--- src/rtl/univ_shift_reg.sv ---
// Multi-mode register: hold, parallel load, 1-bit shift/rotate and a counted burst rotate
// with a busy/done handshake. Synchronous reset and preset.
module univ_shift_reg #(
  parameter int WIDTH = 8,
  parameter int CNT_W = 4
) (
  input  logic             clk,
  input  logic             reset,
  input  logic             preset,
  input  logic             en,
  input  logic [2:0]       mode,
  input  logic [WIDTH-1:0] din,
  input  logic             sin,
  input  logic [CNT_W-1:0] shamt,
  output logic [WIDTH-1:0] q,
  output logic [WIDTH-1:0] qbar,
  output logic             sout,
  output logic             busy,
  output logic             done
);

  typedef enum logic {IDLE = 1'b0, RUN = 1'b1} state_t;

  state_t           state_reg;
  logic [WIDTH-1:0] q_reg;
  logic [CNT_W-1:0] count_reg;
  logic             sout_reg;
  logic             busy_reg;
  logic             done_reg;
  logic             dir_reg;   // 0 = rotate left, 1 = rotate right

  always_ff @(posedge clk) begin
    done_reg <= 1'b0;
    if (reset) begin
      q_reg     <= '0;
      sout_reg  <= 1'b0;
      busy_reg  <= 1'b0;
      state_reg <= IDLE;
      count_reg <= '0;
      dir_reg   <= 1'b0;
    end else if (preset) begin
      // Aborts a burst silently; sout keeps its last value.
      q_reg     <= '1;
      busy_reg  <= 1'b0;
      state_reg <= IDLE;
    end else if (en) begin
      case (state_reg)
        IDLE: begin
          case (mode)
            3'b001: q_reg <= din;
            3'b010: begin
              q_reg    <= {q_reg[WIDTH-2:0], sin};
              sout_reg <= q_reg[WIDTH-1];
            end
            3'b011: begin
              q_reg    <= {sin, q_reg[WIDTH-1:1]};
              sout_reg <= q_reg[0];
            end
            3'b100: begin
              q_reg    <= {q_reg[WIDTH-2:0], q_reg[WIDTH-1]};
              sout_reg <= q_reg[WIDTH-1];
            end
            3'b101: begin
              q_reg    <= {q_reg[0], q_reg[WIDTH-1:1]};
              sout_reg <= q_reg[0];
            end
            3'b110, 3'b111: begin
              dir_reg   <= mode[0];
              count_reg <= shamt;
              if (shamt != '0) begin
                state_reg <= RUN;
                busy_reg  <= 1'b1;
              end else begin
                done_reg  <= 1'b1;
              end
            end
            default: ;
          endcase
        end
        RUN: begin
          if (dir_reg) begin
            q_reg    <= {q_reg[0], q_reg[WIDTH-1:1]};
            sout_reg <= q_reg[0];
          end else begin
            q_reg    <= {q_reg[WIDTH-2:0], q_reg[WIDTH-1]};
            sout_reg <= q_reg[WIDTH-1];
          end
          count_reg <= count_reg - 1'b1;
          // Last step: leave RUN and pulse done on the following cycle.
          if (count_reg == CNT_W'(1)) begin
            state_reg <= IDLE;
            busy_reg  <= 1'b0;
            done_reg  <= 1'b1;
          end
        end
        default: state_reg <= IDLE;
      endcase
    end
  end

  genvar gi;
  generate
    for (gi = 0; gi < WIDTH; gi++) begin : g_qbar
      assign qbar[gi] = ~q_reg[gi];
    end
  endgenerate

  assign q    = q_reg;
  assign sout = sout_reg;
  assign busy = busy_reg;
  assign done = done_reg;

endmodule
--- config.mk ---
export PLATFORM = sky130hd
export DESIGN_NAME = univ_shift_reg
export DESIGN_NICKNAME = d
export VERILOG_FILES = /design/src/rtl/univ_shift_reg.sv
export SDC_FILE = /design/constraint.sdc
export NUM_CORES = 1
export LEC_CHECK = 0
export ABC_AREA = 1
export ABC_CLOCK_PERIOD_IN_PS = 1200
export BUFFER_PORTS_ARGS = -buffer_cell sky130_fd_sc_hd__clkbuf_2
export CAP_MARGIN = 20
export CORE_MARGIN = 2
export CORE_UTILIZATION = 45
export CTS_CLUSTER_SIZE = 28
export DETAILED_ROUTE_END_ITERATION = 16
export PLACE_DENSITY = 0.84
export SYNTH_ARGS = -nofsm -noshare
export SYNTH_HDL_FRONTEND = slang
export SYNTH_SLANG_ARGS = --single-unit
--- constraint.sdc ---
create_clock -name clk -period 1.2 [get_ports clk]
set_clock_uncertainty 0.05 [all_clocks]
set_input_delay 0.24 -clock clk [delete_from_list [all_inputs] [get_ports clk]]
set_output_delay 0.24 -clock clk [all_outputs]
set_load 0.03 [all_outputs]
==> results of run 1 <==
cell usage in the layout, fill, tap and decap left out, drive strengths merged:
master  instances
a211oi          1
o21ai          20
dfxtp          17
inv            25
ha              2
or2             1
clkbuf         30
o211ai          1
a31oi           3
nor2           23
nand3          29
clkinv          1
nand2          66
buf            38
nor3            1
nand4           6
a21oi          18
area by class of cell:
type / instances / share of cell area
flip-flops and latches: 17 / 0.189
clock buffers: 3 / 0.0113
clock inverters: 1 / 0.00251
well taps: 31 / 0.0194
multi-input cells: 171 / 0.463
repair buffers: 65 / 0.258
inverters: 25 / 0.0570
report_power, final:
part | leakage (nW) | total, mW | switching [mW] | internal [mW]
Combinational | 0.795 | 0.743 | 0.440 | 0.303
Sequential | 0.146 | 0.656 | 0.0529 | 0.603
Clock | 0.0177 | 0.333 | 0.209 | 0.124
Total | 0.959 | 1.73 | 0.702 | 1.03
Yosys cell counts:
cell	instances
a21oi_1	17
nand2_1	60
nor2_1	22
o21ai_2	1
nand2_4	1
clkbuf_4	1
a31oi_1	3
ha_1	2
nand2_2	5
o21ai_0	15
a211oi_1	1
nand4_1	6
inv_2	3
o21ai_4	1
dfxtp_1	17
buf_6	2
inv_4	1
buf_2	3
inv_1	21
o211ai_1	1
nor3_1	1
o21ai_1	3
or2_2	1
a21oi_2	1
clkbuf_1	2
nand3_2	1
nand3_1	28
nor2_2	1
worst max path at each step:
stage	cells past startpoint	slack (ns)	from	endpoint
final	7	0.005	q[0]$_SDFFE_PP0P_	q[7]$_SDFFE_PP0P_
after global placement	8	-0.09	mode[1]	q[6]$_SDFFE_PP0P_
after global routing	5	-0.11	state_reg$_SDFFE_PP0P_	dir_reg$_SDFFE_PP0P_
after floorplan	6	-0.003	q[0]$_SDFFE_PP0P_	sout$_SDFFE_PP0P_
after detailed placement	8	-0.13	mode[1]	q[6]$_SDFFE_PP0P_
after CTS	2	-0.0008	q[7]$_SDFFE_PP0P_	qbar[7]
kinds of logic after synthesis:
| group | share of synthesized area |
|---|---|
| DFF | 0.259 |
| buffers and inverters | 0.113 |
| and+or+nand+nor | 0.423 |
| AOI/OAI and AO/OA | 0.185 |
| adders and majority gates | 0.0191 |
what timing repair did:
item / in CTS / in global routing
resized for setup: 30 / 61
pin swaps: 0 / 24
buffers inserted: 4 / 5
cloned: 0 / 0
setup endpoints to repair: 15 / 26
worst max-delay path: stages, from the launching register on:
cell,delay [ns]
dfxtp_4,0.39
buf_4,0.14
nand2_2,0.07
o21ai_0,0.11
nand2_1,0.11
nand3_2,0.08
a21oi_2,0.11
nor2_1,0.05
metrics by stage:
step	instance area, µm²	instances	hold slack [ns]	TNS, ns
floorplan	1320	221	0.259	-0.00550
global placement	1640	300	0.399	-0.673
detailed placement	1640	300	0.402	-1.07
CTS	1790	308	0.0948	-0.000783
global route	2000	313	0.108	-0.670
finish	2000	313	0.112	0
layer usage:
| metal | up-vias | share of wire | global-route usage |
|---|---|---|---|
| li1 | 858 | - | - |
| met1 | 791 | 0.40 | 0.330 |
| met2 | 115 | 0.47 | 0.409 |
| met3 | 16 | 0.096 | 0.0290 |
| met4 | 0 | 0.032 | 0.123 |
| met5 | - | 0 | 0 |
==> results.yml, run 1 <==
place:
  dp_hpwl_mm: 2.80
  pre_cts_ws_ns: -0.127
  port-buffer-count: 38
  finalWeightedCongestion: 0.956
yosys:
  syn_area_per_cell_um2: 5.94
  syn_nets: 243
  yosysTopAreaCell: "dfxtp_1"
  synth_cells: 221
  synth.distinct_cells: 28
  synth_warnings: 0
  synthesis.area_mm2: 0.00131
  synth_seq_cells: 17
  ys_top_cells_by_area: "dfxtp_1, nand2_1, nand3_1, a21oi_1, nor2_1"
  ys_seq_area_frac: 0.259
  synth_top_area_frac: 0.259
final_layout:
  regArea_um2: 378
  num_antenna_cells: 0
  multi_input_comb_area_um2: 925
  final_util: 0.724
  fill_cells: 203
  syn_to_final_growth_pct: 52.1
  drive_above_1_share: 0.429
  largest_reg_flops: 8
  fin_nets: 305
setup_path:
  critPathKind: "reg2reg"
  critPathCaptureType: "register"
  critPathArrivalTime_ns: 1.36
  r2r_end: "q[7]$_SDFFE_PP0P_"
  reg2reg_depth: 7
  cp_max_fo: 4
  start_kind: "register"
  reg2reg_from: "q[0]$_SDFFE_PP0P_"
  rrSetupSlack_ns: 0.005
  crit_required_ns: 1.36
worst_hold_path:
  whs_endpoint: "done$_SDFF_PP0_"
  holdPathStages: 2
  hold_class: "in2reg"
  hp-start: "reset"
cts:
  cts_buffer_depth: 2
  htree_levels: 1
  clkSinkCount: 17
  cts_tree: "built"
  cts_inserted_buffers: 3
  clk_latency_ns: 0.30
  clk_pin_slew_ns: 0.12
  cts-root-buf: "clkbuf_4"
  cts_hold_buf: 0
sta:
  fin_crit_ns: 1.20
  period_share: 0.996
  finalSetupViolCount: 0
  clock.fmax_ghz: 0.837
  worstMarginPinSlew_ns: 0.297
  drv_slew: 0
  relSlewSlack: 0.801
  finalHoldViolCount: 0
  rsz0062_at_grt: "yes"
  worst_slack_ns: 0.00472
die:
  die_h_um: 58.0
  io_pins: 39
  core-area_mm2: 0.00276
  die_x_um: 58.0
  die-area_mm2: 0.00336
  start_util: 0.476
  rows: 19
drt:
  dr_total_vias: 1780
  ant_nets: 0
  via_per_inst: 5.69
  dr.pass1.iters: 5
  drc: 0
  wl_per_cell_um: 14.9
  wl_mm: 4.67
  drtIter0Drc: 123
global_route:
  antenna_found_initial: 0
  grt-ovfl-total: 0
  grt_usage: 0.251
  grt_max_degree: 15
  grt_pass1_wl_mm: 6.50
  grt_pass1_vias: 1470
power:
  power_mw: 1.73
  p_leak_nw: 0.959
  powerDensity_mw_per_mm2: 867
  ir_worst_vdd_mv: 0.971
flow_run:
  maxCapViolCount: 0
outcome:
  outcome: "finished clean"
(Power assumes the default switching activity.)
==> run 2, diff against run 1 <==
--- a/config.mk
+++ b/config.mk
@@ -9,11 +9,13 @@
 export ABC_CLOCK_PERIOD_IN_PS = 1200
 export BUFFER_PORTS_ARGS = -buffer_cell sky130_fd_sc_hd__clkbuf_2
 export CAP_MARGIN = 20
-export CORE_MARGIN = 2
-export CORE_UTILIZATION = 45
+export CELL_PAD_IN_SITES_DETAIL_PLACEMENT = 0
+export CELL_PAD_IN_SITES_GLOBAL_PLACEMENT = 1
+export CORE_MARGIN = 3
+export CORE_UTILIZATION = 31
 export CTS_CLUSTER_SIZE = 28
 export DETAILED_ROUTE_END_ITERATION = 16
-export PLACE_DENSITY = 0.84
+export PLACE_DENSITY = 0.86
 export SYNTH_ARGS = -nofsm -noshare
 export SYNTH_HDL_FRONTEND = slang
 export SYNTH_SLANG_ARGS = --single-unit
==> run 2 against run 1 <==
Net effect: clock power increased by 32%; critical path type is now reg2out; sequential share of layout area increased by 1.0 points; power decreased by 0.70%; combinational power decreased by 16%; worst setup slack improved by 0.025 ns; sequential power about the same; non-clock buffer count decreased by 7; sequential cell count unchanged.
==> results.yml, run 2 (synthesized netlist as in run 1, its figures left out) <==
outcome:
  outcome: "finished clean"
cts:
  htree_levels: 1
  cts_inserted_buffers: 3
  clk_latency_ns: 0.25
  clk_pin_slew_ns: 0.07
  cts-root-buf: "clkbuf_8"
  cts_tree: "built"
  clkSinkCount: 17
  cts_buffer_depth: 2
sta:
  timing.setup.tns_ns: 0
  drv_slew: 0
  finalHoldViolCount: 0
  period_share: 0.975
  worst_slack_ns: 0.0301
  worstMarginPinSlew_ns: 0.263
  finalSetupViolCount: 0
  rsz0062_at_grt: "yes"
  holdWs_ns: 0.168
  fin_crit_ns: 1.17
  clock.fmax_ghz: 0.855
  relSlewSlack: 0.824
global_route:
  grt-busiest-layer: "met2"
  grt_pass1_vias: 1475
  grt_usage: 0.162
  grt.met3_usage: 0.0227
  grt_max_degree: 14
  use_met1: 0.232
  use_met2: 0.256
  antenna_found_initial: 0
  grt-ovfl-total: 0
  grt_pass1_wl_mm: 6.71
die:
  io_pins: 39
  rows: 23
  start_util: 0.326
  die_x_um: 71.1
  die_h_um: 71.1
  core-area_mm2: 0.00403
  die-area_mm2: 0.00505
final_layout:
  fin_nets: 298
  largest_reg_flops: 8
  final_common_cell: "nand2_1"
  layout_common_cells: "nand2_1, clkbuf_2, nand3_1"
  fin_area_mm2: 0.00186
  drive_above_1_share: 0.367
  syn_to_final_growth_pct: 41.7
  num_antenna_cells: 0
setup_path:
  r2r_end: "count_reg[2]$_SDFFE_PP0P_"
  rrSetupSlack_ns: 0.04
  worst_path_dominant_cell_family: "flip-flops"
  crit_chain: "inv_1 -> buf_4"
  reg2reg_from: "count_reg[0]$_SDFFE_PP0P_"
  reg2reg_depth: 5
  critPathCaptureType: "primary output"
  startpoint: "q[5]$_SDFFE_PP0P_"
  crit_buf_inv: 2
  cp_max_fo: 5
  critPathKind: "reg2out"
  crit_end: "qbar[5]"
  start_kind: "register"
  cp.depth: 2
  cp_slowest_cell: "dfxtp_4"
  crit_required_ns: 0.91
  critPathArrivalTime_ns: 0.88
  cpPeakStageDelay_ns: 0.36
drt:
  dr.pass1.iters: 4
  wl_mm: 4.10
  ant_nets: 0
  dr_total_vias: 1581
  wl_per_cell_um: 12.6
  drtIter0Drc: 76
  via_per_inst: 4.86
  drc: 0
place:
  pre_cts_ws_ns: -0.161
  placed_cell_area_mm2: 0.00166
  finalWeightedCongestion: 0.849
  dp_hpwl_mm: 2.99
  port-buffer-count: 38
worst_hold_path:
  hp-start: "reset"
  hold_class: "in2reg"
power:
  ir_worst_vdd_mv: 0.403
  p_leak_nw: 0.888
  powerDensity_mw_per_mm2: 925
flow_run:
  maxCapViolCount: 0
run 2: cell types whose count changed in the layout (fill, tap and decap cells not counted), sizes merged:
cell,delta
clkbuf,+6
buf,-12
clkinv,-1
run 2: metrics by stage:
stage / total power, mW / std cells / util
after detailed placement: 1.23 / 319 / 0.411
after global routing: 1.83 / 325 / 0.461
final: 1.72 / 325 / 0.461
after floorplan: 1.04 / 221 / -
after CTS: 1.69 / 323 / 0.429
after global placement: 1.23 / 319 / 0.411
run 2: power by group:
part           total (mW)  internal [mW]  switching (mW)
clock               0.441          0.236           0.205
combinational       0.625          0.230           0.395
sequential          0.654          0.604          0.0500
total                1.72           1.07           0.650
run 2: cell type report:
| class | instances | area, µm² |
|---|---|---|
| Fill cell | 427 | 2170 |
| Sequential cell | 17 | 370 |
| Timing Repair Buffer | 58 | 398 |
| Clock buffer | 4 | 45.0 |
| Inverter | 25 | 104 |
| Multi-Input combinational cell | 171 | 880 |
| Tap cell | 50 | 62.6 |
run 2: metal layers:
metal | vias to the layer above | part of all wire
li1 | 834 | -
met1 | 711 | 0.49
met2 | 34 | 0.46
met3 | 2 | 0.043
met4 | 0 | 0.0034
met5 | - | 0
run 2: worst min-delay path by stage:
stage | to | slack [ns] | cells past startpoint
2_1_floorplan | count_reg[3]$_SDFFE_PP0P_ | 0.26 | 1
4_1_cts | count_reg[3]$_SDFFE_PP0P_ | 0.17 | 2
5_1_grt | count_reg[3]$_SDFFE_PP0P_ | 0.18 | 2
3_3_place_gp | busy$_SDFFE_PP0P_ | 0.40 | 2
6_report | count_reg[3]$_SDFFE_PP0P_ | 0.17 | 2
3_5_place_dp | busy$_SDFFE_PP0P_ | 0.40 | 2
run 2: worst register-to-register path: stages, from the launching register on:
cell and delay, ns:
dfxtp_2 0.34, inv_1 0.05, ha_1 0.19, or2_2 0.27
nand3_1 0.07, a31oi_1 0.08
run 2: what timing repair did:
action / 4_1_cts / 5_1_grt
setup buffers: 0 / 2
endpoints found under the hold margin: 0 / 0
setup endpoints to repair: 9 / 21
pin swaps: 0 / 9
hold buffers: 0 / 0
resized for setup: 9 / 51
